===== config.mk =====
export PLATFORM = sky130hd
export DESIGN_NAME = frame_transmitter_flat
export DESIGN_NICKNAME = d
export VERILOG_FILES = /design/src/rtl/frame_transmitter_if.sv /design/src/rtl/frame_transmitter.sv /design/src/flat_wrapper.sv
export SDC_FILE = /design/constraint.sdc
export NUM_CORES = 1
export LEC_CHECK = 0
export ABC_AREA = 0
export CAP_MARGIN = 20
export CORE_MARGIN = 4
export CORE_UTILIZATION = 40
export DETAILED_ROUTE_END_ITERATION = 8
export GPL_TIMING_DRIVEN = 0
export RECOVER_POWER = 25
export SLEW_MARGIN = 5
export SYNTH_ARGS = -nofsm -noshare
export SYNTH_HDL_FRONTEND = slang
export SYNTH_SLANG_ARGS = --single-unit

===== constraint.sdc =====
create_clock -name i_clk -period 4.45 [get_ports i_clk]
set_clock_uncertainty 0.1 [all_clocks]
set_input_delay 0.89 -clock i_clk [delete_from_list [all_inputs] [get_ports i_clk]]
set_output_delay 0.89 -clock i_clk [all_outputs]
set_load 0.02 [all_outputs]

===== src/rtl/frame_transmitter_if.sv =====
// frame_transmitter_if: gate-set inputs and serializer-side beat outputs of frame_transmitter
interface frame_transmitter_if #(
   parameter int FLIT_WIDTH = 8,
   parameter int GATE_WIDTH = 4,
   parameter int GATE_FOLDS = 2
);
   logic                             i_start;
   logic                             i_stall;
   logic [FLIT_WIDTH-1:0]            i_dt [GATE_WIDTH];
   logic [GATE_WIDTH-1:0]            i_vl;
   logic [GATE_WIDTH-1:0]            i_cr;
   logic [FLIT_WIDTH*GATE_FOLDS-1:0] o_tx;
   logic                             o_busy;
   logic                             o_adone;
   logic                             o_done;
   modport master (
      output i_start, i_stall, i_dt, i_vl, i_cr,
      input  o_tx, o_busy, o_adone, o_done
   );
   modport slave (
      input  i_start, i_stall, i_dt, i_vl, i_cr,
      output o_tx, o_busy, o_adone, o_done
   );
endinterface


===== src/rtl/frame_transmitter.sv =====
// frame_transmitter: folds header, valid data flits and (with TX_CHECKSUM_EN) an XOR checksum flit into registered beats
module frame_transmitter #(
   parameter int FLIT_WIDTH = 8,
   parameter int GATE_WIDTH = 4,
   parameter int GATE_FOLDS = 2
) (
   input  logic               i_clk,
   input  logic               i_rst,
   frame_transmitter_if.slave bus
);
   localparam int HEADER_SIZE  = 1 + 2 * GATE_WIDTH;
   localparam int HEADER_FLITS = (HEADER_SIZE + FLIT_WIDTH - 1) / FLIT_WIDTH;
`ifdef TX_CHECKSUM_EN
   localparam int P = 1;
`else
   localparam int P = 0;
`endif
   localparam int MAX_BEATS = (HEADER_FLITS + GATE_WIDTH + P + GATE_FOLDS - 1) / GATE_FOLDS;
   localparam int SLOTS     = MAX_BEATS * GATE_FOLDS;
   localparam int CW        = MAX_BEATS > 1 ? $clog2(MAX_BEATS) : 1;
   localparam int PW        = $clog2(GATE_WIDTH + 1);
   localparam int SW        = SLOTS > 1 ? $clog2(SLOTS) : 1;
   localparam int HW        = HEADER_FLITS * FLIT_WIDTH;
   localparam int BW        = FLIT_WIDTH * GATE_FOLDS;

   typedef enum logic {IDLE, SEND} state_t;

   state_t                state_q, state_d;
   logic [CW-1:0]         cnt_q, cnt_d;
   logic [GATE_WIDTH-1:0] vl_q, vl_d, cr_q, cr_d;
   logic [FLIT_WIDTH-1:0] dt_q [GATE_WIDTH];
   logic [FLIT_WIDTH-1:0] dt_d [GATE_WIDTH];
   logic [BW-1:0]         tx_q, tx_d;
   logic                  adone_q, adone_d, done_q, done_d;

   logic                  accept, adv;
   logic [GATE_WIDTH-1:0] src_vl, src_cr;
   logic [FLIT_WIDTH-1:0] src_dt [GATE_WIDTH];
   logic [HW-1:0]         hdr;
   logic [PW-1:0]         pop;
   logic [PW-1:0]         pref [GATE_WIDTH];
   logic [FLIT_WIDTH-1:0] flits [SLOTS];
   logic [SW-1:0]         idx;
   logic [CW:0]           beats;
   logic [CW-1:0]         nb;
   logic [BW-1:0]         beat_tx;
`ifdef TX_CHECKSUM_EN
   logic [FLIT_WIDTH-1:0] csum;
`endif

   assign accept = bus.i_start && (state_q == IDLE || (done_q && !bus.i_stall));
   assign adv    = accept || (state_q == SEND && !bus.i_stall);

   // Build the dense frame of whichever gate set the next beat belongs to and pick that beat
   always_comb begin
      src_vl = accept ? bus.i_vl : vl_q;
      src_cr = accept ? bus.i_cr : cr_q;
      for (int g = 0; g < GATE_WIDTH; g++) src_dt[g] = accept ? bus.i_dt[g] : dt_q[g];
      hdr = HW'({1'b1, src_vl, src_cr}) << (HW - HEADER_SIZE);
      pop = '0;
      for (int g = 0; g < GATE_WIDTH; g++) begin
         pref[g] = pop;
         pop     = pop + PW'(src_vl[g]);
      end
      flits = '{default: '0};
      for (int k = 0; k < HEADER_FLITS; k++) flits[k] = hdr[HW-1-k*FLIT_WIDTH -: FLIT_WIDTH];
      for (int g = 0; g < GATE_WIDTH; g++) begin
         idx = SW'(HEADER_FLITS) + SW'(pref[g]);
         if (src_vl[g]) flits[idx] = src_dt[g];
      end
`ifdef TX_CHECKSUM_EN
      csum = '0;
      for (int k = 0; k < HEADER_FLITS; k++) csum = csum ^ hdr[HW-1-k*FLIT_WIDTH -: FLIT_WIDTH];
      for (int g = 0; g < GATE_WIDTH; g++) csum = csum ^ (src_vl[g] ? src_dt[g] : '0);
      idx = SW'(HEADER_FLITS) + SW'(pop);
      flits[idx] = csum;
`endif
      beats   = (CW+1)'((HEADER_FLITS + int'(pop) + P + GATE_FOLDS - 1) / GATE_FOLDS);
      nb      = accept ? '0 : cnt_q + CW'(1);
      beat_tx = '0;
      for (int s = 0; s < GATE_FOLDS; s++) begin
         idx = SW'(int'(nb) * GATE_FOLDS + s);
         beat_tx[BW-1-s*FLIT_WIDTH -: FLIT_WIDTH] = flits[idx];
      end
   end

   // Next state, snapshot capture and next registered beat/flags; everything holds while stalled
   always_comb begin
      state_d = state_q;
      cnt_d   = cnt_q;
      vl_d    = vl_q;
      cr_d    = cr_q;
      dt_d    = dt_q;
      tx_d    = tx_q;
      adone_d = adone_q;
      done_d  = done_q;
      if (accept) begin
         vl_d = bus.i_vl;
         cr_d = bus.i_cr;
         dt_d = bus.i_dt;
      end
      if (adv) begin
         state_d = (accept || !done_q) ? SEND : IDLE;
         cnt_d   = state_d == SEND ? nb : '0;
         tx_d    = state_d == SEND ? beat_tx : '0;
         done_d  = state_d == SEND && {1'b0, nb} == beats - (CW+1)'(1);
         adone_d = state_d == SEND && (beats == (CW+1)'(1) || {1'b0, nb} == beats - (CW+1)'(2));
      end
   end

   // State and output registers; reset aborts any frame in flight
   always_ff @(posedge i_clk or negedge i_rst) begin
      if (!i_rst) begin
         state_q <= IDLE;
         cnt_q   <= '0;
         vl_q    <= '0;
         cr_q    <= '0;
         dt_q    <= '{default: '0};
         tx_q    <= '0;
         adone_q <= 1'b0;
         done_q  <= 1'b0;
      end else begin
         state_q <= state_d;
         cnt_q   <= cnt_d;
         vl_q    <= vl_d;
         cr_q    <= cr_d;
         dt_q    <= dt_d;
         tx_q    <= tx_d;
         adone_q <= adone_d;
         done_q  <= done_d;
      end
   end

   assign bus.o_tx    = tx_q;
   assign bus.o_busy  = state_q == SEND;
   assign bus.o_adone = adone_q;
   assign bus.o_done  = done_q;
endmodule

===== src/flat_wrapper.sv =====
// flat-port wrapper written by rule: the top's interface ports become plain ports
module frame_transmitter_flat 
#(
   parameter int FLIT_WIDTH = 8,
   parameter int GATE_WIDTH = 4,
   parameter int GATE_FOLDS = 2
)
  (i_clk, i_rst, bus_i_start, bus_i_stall, bus_i_dt, bus_i_vl, bus_i_cr, bus_o_tx, bus_o_busy, bus_o_adone, bus_o_done);
  frame_transmitter_if #(.FLIT_WIDTH(FLIT_WIDTH), .GATE_WIDTH(GATE_WIDTH), .GATE_FOLDS(GATE_FOLDS)) bus_i ();
  input  logic i_clk;
  input  logic i_rst;
  input wire logic [$bits(bus_i.i_start)-1:0] bus_i_start;
  input wire logic [$bits(bus_i.i_stall)-1:0] bus_i_stall;
  input wire logic [$bits(bus_i.i_dt)-1:0] bus_i_dt;
  input wire logic [$bits(bus_i.i_vl)-1:0] bus_i_vl;
  input wire logic [$bits(bus_i.i_cr)-1:0] bus_i_cr;
  output wire logic [$bits(bus_i.o_tx)-1:0] bus_o_tx;
  output wire logic [$bits(bus_i.o_busy)-1:0] bus_o_busy;
  output wire logic [$bits(bus_i.o_adone)-1:0] bus_o_adone;
  output wire logic [$bits(bus_i.o_done)-1:0] bus_o_done;
  assign bus_i.i_start = bus_i_start;
  assign bus_i.i_stall = bus_i_stall;
  assign bus_i.i_dt = {>>{bus_i_dt}};
  assign bus_i.i_vl = bus_i_vl;
  assign bus_i.i_cr = bus_i_cr;
  assign bus_o_tx = bus_i.o_tx;
  assign bus_o_busy = bus_i.o_busy;
  assign bus_o_adone = bus_i.o_adone;
  assign bus_o_done = bus_i.o_done;
  frame_transmitter #(.FLIT_WIDTH(FLIT_WIDTH), .GATE_WIDTH(GATE_WIDTH), .GATE_FOLDS(GATE_FOLDS)) u_core (.i_clk(i_clk), .i_rst(i_rst), .bus(bus_i));
endmodule

# Yosys cells after proc, flatten, opt, wreduce, memory -nomap -nowiden
# Cells that the tools add are included.
[totals]
register_bits = 61
in_bits = 44
out_inout_bits = 19
elab_cells = 86
[op_classes]
addsub = 14
magnitude_cmp = 8
n_eq_ne = 3
n_mux = 29
bitwise = 7
n_reduce_logical = 14
[ops]
columns = ["operator", "n"]
rows = [
  ["48-bit bitwise mux", 3],
  ["48-bit two-way mux", 3],
  ["8-bit two-way mux", 12],
  ["8-bit demux with 3-bit select", 3],
  ["8-bit binary-select mux with 3-bit select", 2],
  ["32-bit by 3-bit adder with 32-bit output (second input constant)", 1],
  ["32-bit by 2-bit subtractor with 32-bit output (second input constant)", 1],
  ["4-bit greater-or-equal comparator (second input constant)", 5],
  ["3-bit NOT with 4-bit output", 5],
  ["16-bit two-way mux", 1],
  ["4-bit by 1-bit < comparator with 1-bit output (second input constant)", 3],
  ["3-bit by 1-bit adder with 3-bit output", 3],
  ["1-bit logical AND", 8],
  ["4-bit two-way mux", 2],
  ["2-bit by 3-bit adder with 3-bit output (first input constant)", 2],
  ["2-bit by 3-bit equality test with 1-bit output", 2],
  ["2-bit by 3-bit adder with 4-bit output (first input constant)", 1],
  ["1-bit logical OR", 4],
  ["2-bit two-way mux", 2],
  ["2-bit by 1-bit adder with 3-bit output (first input constant)", 1],
  ["3-bit by 1-bit adder with 3-bit output (second input constant)", 1],
  ["3-bit by 1-bit equality test with 1-bit output (second input constant)", 1],
  ["3-bit by 1-bit subtractor with 3-bit output (second input constant)", 1],
  ["3-bit by 2-bit subtractor with 3-bit output (second input constant)", 1],
  ["6 further kinds", 7],
]

# Depth between registers and ports, before layout
# Gate-level depths: netlist of run 1.
[logic_depth]
depth_word = 21
mapped_depth = 15
mapped_depth_nobuf = 14

# Worst setup path before layout of run 1
# No wires, ideal clock.
[synth_path]
kind = "input to register"
from = "input port bus_i_stall"
to = "register u_core.done_q, in the netlist u_core.bus.o_done"
setup_ps = 83
arrival_time_ps = 3889
t_required_ps = 4267
setup_slack_ps = 378
path_stages = 12
path_buffers = 0
cell_sequence = "and2b_1 -> o21ai_2 -> mux2i_1 -> inv_1 -> ha_1 -> ha_1 -> fa_1 -> ha_1 -> xnor2_1 -> nor4b_2 -> a22oi_1 -> o21ai_0"
[synth_between]
elab_cells_between_ends = 21
cone_classes = "8 x add/sub; 1 x eq/ne; 3 x mux; 1 x bitwise; 8 x reduce/logical"
[synth_lines]
columns = ["element", "line_no", "source"]
rows = [
  ["start: declaration", "flat_wrapper.sv:13", "input wire logic [$bits(bus_i.i_stall)-1:0] bus_i_stall;"],
  ["1-bit zero test (*)", "frame_transmitter.sv:51", "assign accept = bus.i_start && (state_q == IDLE || (done_q && !bus.i_stall));"],
  ["1-bit logical AND (*)", "frame_transmitter.sv:51", ""],
  ["1-bit logical OR (*)", "frame_transmitter.sv:51", ""],
  ["1-bit logical AND (*)", "frame_transmitter.sv:51", ""],
  ["4-bit two-way mux (*)", "frame_transmitter.sv:56", "src_vl = accept ? bus.i_vl : vl_q;"],
  ["net u_core.src_vl[2]", "frame_transmitter.sv:37", "logic [GATE_WIDTH-1:0] src_vl, src_cr;"],
  ["3-bit by 1-bit adder with 3-bit output (*) (2 in a row)", "frame_transmitter.sv:63", "pop = pop + PW'(src_vl[g]);"],
  ["2-bit by 3-bit adder with 4-bit output (*)", "frame_transmitter.sv:78", "beats = (CW+1)'((HEADER_FLITS + int'(pop) + P + GATE_FOLDS - 1) / GATE_FOLDS);"],
  ["32-bit by 3-bit adder with 32-bit output (*)", "frame_transmitter.sv:78", ""],
  ["32-bit by 2-bit subtractor with 32-bit output (*)", "frame_transmitter.sv:78", ""],
  ["1-bit AND (no line)", "-", ""],
  ["3-bit by 1-bit adder with 3-bit output (no line) (*)", "-", ""],
  ["3-bit by 1-bit subtractor with 3-bit output (*)", "frame_transmitter.sv:106", "done_d = state_d == SEND && {1'b0, nb} == beats - (CW+1)'(1);"],
  ["2-bit by 3-bit equality test with 1-bit output (*)", "frame_transmitter.sv:106", ""],
  ["1-bit logical AND (*)", "frame_transmitter.sv:106", ""],
  ["end signal: assignment", "frame_transmitter.sv:130", "done_q <= done_d;"],
  ["end: declaration", "frame_transmitter.sv:34", "logic adone_q, adone_d, done_q, done_d;"],
]
# The timed path passes the listed nets; every way through them passes the cells marked *.
# A chain may end at the register's enable or synchronous reset.

# Worst setup path after layout of run 1
# Same ends and word-level chain as after synthesis.

==> impl_results.md, run 1 <==
- Outcome: complete, but fails checks
- Failing checks: capacitance limit, slew limit
- Post-route minimum period: 4.27 ns
- Final Cell Area: 4950 µm²
- Final Cycle Share: 0.960
- Filler instances: 901
- CTS tree: done
- WL final: 12.5 mm
- DRC: 0
- Routed Antenna Nets: 0
- Synth Flop Type: dfrtp_1
- Vias/cell: between 5 and 6
- Core Area: approximately 9300 µm²
- Placed inst area: 4640 µm²
- Nets: 539
- Yosys top cell by area: dfrtp_1
- Sequential Power Share: 0.240
- Hold WS: between 0.3 and 0.4 ns
- # diodes: 0
- Detailed Place HPWL: 9.24 mm
- # clock sinks: 61
- Worst skew pair latency: 0.35 ns
- Required time worst endpoint: 4.61 ns
- CTS root buffer: clkbuf_8
- Fin util: 0.531
- Tot GR Track Use: 0.231
- WS Path Type: in2reg
- Internal power: 2.20 mW
- Vias: 3,591
- Longest Clk Path Bufs: 2
- Worst-Margin Slew: 1.59 ns
- Avg Inst Size Synth: 9.43 µm²
- Ports: 63
- Layout cell share with drive strength beyond 1: 0.146
- Crit-path max FO: 7
- PwrDens: 815 nW/µm²
- Synth cell types: 68
- Relative slew slack: -0.0569
- P&R area growth vs syn: 28.3%
- Die Width: approximately 110 µm
- Row count: 35
- Clk slew on worst S/H paths: 0.07 ns
- Final GP Congestion: 0.920
- Mapped Area: 3860 µm²
- Crit path capture type: flop
- Antenna violations before repair: 0
- Worst slack, placed: -0.843 ns
- Worst VDD drop: 0.387 mV
- Largest net degree at the start of global routing: 62
- Hold buffers post-CTS: 0
- Top-count cell post-synth: nand2_1
- Fin. Hold Viols: 0
- Clock power frac: 0.142
- Routed length per instance: 20.1 µm
- DR iter-0 viols: 238
- H-tree lvl count: 3
- CP Launch Type: input port
- Synth top area share: 0.396
- Synth Net Count: 461
- Logic pwr share: 0.618
- Largest cells by area after synthesis: dfrtp_1 (40%), nand2_1 (7.2%), mux2i_1 (5.7%), mux2_2 (4.1%), inv_1 (2.5%)
- Sw Share: 0.454
- Max-slew violations: 62
- GRT overflow: 0
- Yosys warning count: 0
- CTS Buf Count: 9
- Post-synth EDFFs: 0
- Max Cap Violations: 1
- Sequential share of the synthesized area: 0.396
- NetSw: 1.83 mW
- P_leak: around 2.1 nW
- First-pass GRT wire length: between 15 and 20 mm
- FFs w/ async S/R, synth: 1.00
- DR pass1 iterations: 5
- Worst setup margin: 0.176 ns
- Worst EP arrival: 4.44 ns
- Port Buffer Count: 62
- Die H: 106 µm
- Die area: 11,300 µm²
- Vias in the first global route: 3,565
- Initial core utilization: 0.414
- Commonest cells in the synthesized netlist: nand2_1 (74), dfrtp_1 (61), inv_1 (26)
- Mapped Cells: 409
- Hold Crit Class: reg2reg
- Finish-stage setup viols: 0
- Max Freq: 234 MHz
- Setup TNS Final: 0 ns
- FF+latch count, synth: 61
cell type report:
type / instances / area (µm²) / area share
plain buffers: 19 / 135 / 0.0273
well taps: 129 / 161 / 0.0326
multi-input cells: 303 / 2150 / 0.435
clock inverters: 6 / 86.3 / 0.0174
inverters: 26 / 97.6 / 0.0197
flip-flops and latches: 61 / 1530 / 0.308
repair buffers: 67 / 653 / 0.132
clock buffers: 10 / 138 / 0.0278
power by group through the flow:
stage | Sequential (mW) | Clock [mW] | Combinational (mW)
after floorplan | 0.993 | 0 | 1.59
after global placement | 0.966 | 0 | 2.29
after detailed placement | 0.970 | 0 | 2.32
after CTS | 0.964 | 0.580 | 2.39
after global routing | 0.997 | 0.608 | 2.71
final | 0.969 | 0.572 | 2.49
kinds of logic (layout without fill, tap and decap cells):
logic type,count (synthesis),after routing,synth area share
XOR/XNOR,5,5,0.0114
adder cells (fa/ha/maj),8,8,0.0279
buffers and inverters,45,128,0.0594
AND/OR/NAND/NOR,136,136,0.172
AO/OA/AOI/OAI,118,118,0.235
flip-flops,61,61,0.396
multiplexers,36,36,0.0980
worst paths after layout:
path / startpoint / to / slack [ns] / depth (start not counted)
max: bus_i_stall / u_core.bus.o_done / 0.18 / 14
min: u_core.dt_q[25] / u_core.dt_q[25] / 0.38 / 2
max reg2reg: u_core.bus.o_done / u_core.bus.o_done / 0.80 / 13
min reg2reg: u_core.dt_q[25] / u_core.dt_q[25] / 0.38 / 2
max in group asynchronous: i_rst / u_core.bus.o_tx[11] / 2.46 / 1
min in group asynchronous: i_rst / u_core.dt_q[31] / 0.83 / 1
registers in the layout, summed over array words and instances, names as in the netlist:
signal	cells
u_core.bus.o_done	1
u_core.bus.o_tx	16
u_core.dt_q	32
u_core.bus.o_busy	1
u_core.cr_q	4
u_core.bus.o_adone	1
u_core.vl_q	4
u_core.cnt_q	2
timing repair:
| action | in CTS | in global routing |
|---|---|---|
| pin swaps | 2 | 4 |
| setup endpoints to repair | 2 | 2 |
| setup buffers | 2 | 3 |
| resized for setup | 4 | 5 |
layer usage:
layer,global-route usage,part of all wire,up-vias
met5,0,0,-
met4,0.0768,0.023,0
met3,0.0516,0.075,26
met2,0.372,0.48,161
met1,0.307,0.43,1736
li1,-,-,1668
through the flow:
step | total power [mW] | cells
global route | 4.32 | 621
detailed placement | 3.29 | 600
CTS | 3.94 | 618
global placement | 3.25 | 600
finish | 4.03 | 621
floorplan | 2.58 | 409
cells in the final DEF, fill, tap and decap left out, types with 3 or more instances in the layout:
| cell | netlist | layout |
|---|---|---|
| nor2b_1 | 3 | 3 |
| o32a_1 | 4 | 4 |
| o2111ai_1 | 4 | 4 |
| dfrtp_1 | 61 | 61 |
| clkdlybuf4s50_1 | 0 | 61 |
| a211o_1 | 3 | 3 |
| nand3_1 | 4 | 4 |
| buf_2 | 3 | 3 |
| buf_4 | 3 | 7 |
| a22o_1 | 4 | 4 |
| o21a_1 | 5 | 5 |
| a31oi_1 | 4 | 4 |
| clkbuf_8 | 0 | 10 |
| o311ai_0 | 4 | 4 |
| nor4_1 | 4 | 4 |
| o211ai_1 | 6 | 6 |
| nand2_1 | 74 | 74 |
| clkbuf_1 | 7 | 7 |
| nor3_1 | 7 | 7 |
| and2_1 | 4 | 4 |
| a211oi_1 | 8 | 8 |
| o21ai_0 | 17 | 17 |
| or3_1 | 6 | 6 |
| buf_6 | 6 | 7 |
| a221oi_1 | 3 | 3 |
| mux2_2 | 14 | 14 |
| inv_1 | 26 | 26 |
| a22oi_1 | 3 | 3 |
| o21ai_1 | 5 | 5 |
| nor2_1 | 12 | 12 |
| a32o_1 | 6 | 6 |
| a221o_1 | 5 | 5 |
| mux2i_1 | 22 | 21 |
| ha_1 | 7 | 6 |
| a21oi_1 | 14 | 14 |
| a2bb2oi_1 | 4 | 4 |
critical path: stages:
cell and delay [ns]:
clkdlybuf4s50_1 0.52, and2b_2 0.26, o21ai_4 0.20, mux2i_4 0.29, inv_1 0.12, ha_4 0.29, ha_1 0.22, fa_1 0.58
inv_1 0.07, ha_1 0.23, xnor2_2 0.28, nor4b_4 0.29, a22oi_1 0.10, o21ai_0 0.11
Power figures use the tool's default switching activity.
==> run 2, diff against run 1 <==
--- a/config.mk
+++ b/config.mk
@@ -7,11 +7,11 @@
 export LEC_CHECK = 0
 export ABC_AREA = 0
 export CAP_MARGIN = 20
-export CORE_MARGIN = 4
+export CORE_MARGIN = 8
 export CORE_UTILIZATION = 40
 export DETAILED_ROUTE_END_ITERATION = 8
 export GPL_TIMING_DRIVEN = 0
-export RECOVER_POWER = 25
+export MAX_ROUTING_LAYER = met4
 export SLEW_MARGIN = 5
 export SYNTH_ARGS = -nofsm -noshare
 export SYNTH_HDL_FRONTEND = slang
==> impl_results.md, run 2 (synthesis gave the netlist of run 1 again) <==
- Port Buffer Count: 62 (unchanged)
- Final GP Congestion: 0.920 (unchanged)
- # clock sinks: 61 (unchanged)
- Max Cap Violations: 0 (-1)
- Hold Crit Class: reg2reg
- Worst VDD drop: 0.328 mV (-15%)
- Sw Share: 0.458 (+0.00382)
- Max Freq: 235 MHz (+0.24%)
- Row count: 36 (+2.9%)
- RSZ-0062 raised after global routing: no
- Routed Antenna Nets: 0 (unchanged)
- Ports: 63 (unchanged)
- H-tree lvl count: 3 (unchanged)
- Vias in the first global route: 3,658 (+2.6%)
- Layout cell share with drive strength beyond 1: 0.139 (-0.00728)
- Post-route minimum period: 4.26 ns (-0.0104 ns)
- Detailed Place HPWL: 9.54 mm (+3.3%)
- Placed inst area: 4640 µm² (+0.11%)
- Initial core utilization: 0.404 (-0.00959)
- Die H: 114 µm (+7.5%)
- Most frequent cells in the layout: nand2_1 (74), clkdlybuf4s50_1 (61), dfrtp_1 (61)
- Longest Clk Path Bufs: 2 (unchanged)
- Outcome: complete, no violations
- Worst skew pair latency: 0.35 ns (about the same)
- P&R area growth vs syn: 27.6%
- CTS root buffer: clkbuf_8
- # diodes: 0 (unchanged)
- Crit path capture type: flop
- Clock power frac: 0.134 (-0.008)
- Finish-stage setup viols: 0 (unchanged)
- Worst-Margin Slew: 0.844 ns (-0.742 ns)
- Required time worst endpoint: 4.63 ns (+0.02 ns)
- Internal power: 2.16 mW (-1.9%)
- Nets: 537 (-0.37%)
- WL final: 12.8 mm (+2.8%)
- Hold buffers post-CTS: 0 (unchanged)
- Core Area: 9550 µm² (+2.4%)
- Fin util: 0.515 (-0.0152)
- Vias: 3,557 (-0.95%)
- DR iter-0 viols: 242 (+1.7%)
- Finished Layout Cells: 622 (+0.16%)
- Fin. Hold Viols: 0 (unchanged)
- Biggest register: u_core.dt_q
- Commonest non-fill, non-tap cell in the layout: nand2_1
- Max reg flops: 32 (unchanged)
- Hold WS: 0.385 ns (+0.00159 ns)
- Max-slew violations: 0 (-100%)
- Tot GR Track Use: 0.210 (-0.0207)
- Antenna violations before repair: 0 (unchanged)
- Die Width: 114 µm (+7.5%)
- Clk slew on worst S/H paths: 0.07 ns (about the same)
- Total power: 3.98 mW (-1.2%)
- R2R cell count: 14 (+1)
- Worst EP arrival: 4.44 ns (about the same)
- P_leak: 2.10 nW (-0.62%)
- Hold path depth: 2 (unchanged)
- Vias/cell: 5.72 (-1.1%)
- Relative slew slack: 0.436 (+0.493)
- Largest net degree at the start of global routing: 62 (unchanged)
- Die area: 13,000 µm² (+16%)
- CP Launch Type: input port
- CTS Buf Count: 9 (unchanged)
- Final Cell Area: 4920 µm² (-0.56%)
- Final Cycle Share: 0.958 (-0.00233)
- Placed cell count: 604 (+0.67%)
- PwrDens: 809 nW/µm² (-0.63%)
- First-pass GRT wire length: 20.3 mm (+2.3%)
- NetSw: 1.83 mW (-0.36%)
- DRC: 0 (unchanged)
- WS Path Type: in2reg
- Routed length per instance: 20.6 µm (+2.6%)
- GRT overflow: 0 (unchanged)
- Sequential Power Share: 0.243 (+0.003)
- DR pass1 iterations: 5 (unchanged)
- Logic pwr share: 0.624 (+0.006)
- Crit-path max FO: 10 (+3)
- CTS tree: done
-- run 2: cell types whose count changed in the layout (fill, tap and decap cells not counted) --
cell and delta:
bufinv_16 -1, clkbuf_2 -1, clkbuf_8 +2, clkinvlp_4 -1
buf_6 -1, clkinv_2 -1, and2b_2 -1, and2b_1 +1
-- run 2: layout make-up --
type / count / area (µm²)
clock buffer: 12 / 165
inverter: 26 / 97.6
fill: 920 / 4630
timing repair buffer: 65 / 641
buffer: 19 / 131
multi-input combinational: 303 / 2150
tap: 133 / 166
sequential: 61 / 1530
clock inverter: 3 / 43.8
-- run 2: worst max-delay path: stages --
cell and delay (ns):
clkdlybuf4s50_1 0.48, buf_4 0.18, nand3b_1 0.14, and3_4 0.23
o211ai_1 0.25, nand2_1 0.14, ha_4 0.27, ha_1 0.20
fa_1 0.56, inv_1 0.06, ha_1 0.23, xnor2_2 0.30
nor4b_4 0.29, a22oi_1 0.11, o21ai_0 0.10
-- run 2: final timing paths --
| check | startpoint | end | slack (ns) |
|---|---|---|---|
| max | bus_i_start | u_core.bus.o_adone | 0.19 |
| min | u_core.dt_q[27] | u_core.dt_q[27] | 0.38 |
| max reg2reg | u_core.bus.o_busy | u_core.bus.o_adone | 0.81 |
| min reg2reg | u_core.dt_q[27] | u_core.dt_q[27] | 0.38 |
| max in group asynchronous | i_rst | u_core.bus.o_tx[0] | 3.19 |
| min in group asynchronous | i_rst | u_core.dt_q[31] | 0.52 |
-- run 2: metrics by stage --
step | TNS, ns | setup slack [ns]
after global placement | -2.61 | -0.710
after CTS | 0 | 0.0369
after global routing | 0 | 0.00349
after detailed placement | -2.65 | -0.780
after floorplan | 0 | 0.378
final | 0 | 0.187
-- run 2: layer usage --
layer | part of all wire | wire (µm) | track usage
met1 | 0.43 | 5590 | 0.259
met2 | 0.46 | 5970 | 0.323
met3 | 0.068 | 867 | 0.0538
met4 | 0.033 | 423 | 0.0852
met5 | 0 | 0 | -
-- run 2: power groups by stage --
stage	clock [mW]	combinational, mW	sequential [mW]
3_3_place_gp	0	2.29	0.966
3_5_place_dp	0	2.33	0.967
6_report	0.532	2.49	0.966
5_1_grt	0.561	2.70	0.999
4_1_cts	0.542	2.40	0.960
2_1_floorplan	0	1.59	0.993
-- run 2: timing repair --
item                                    4_1_cts  5_1_grt
endpoints found under the setup margin        2        2
buffers inserted                              2        1
pin swaps                                     2        3
gates resized for setup                       3        4
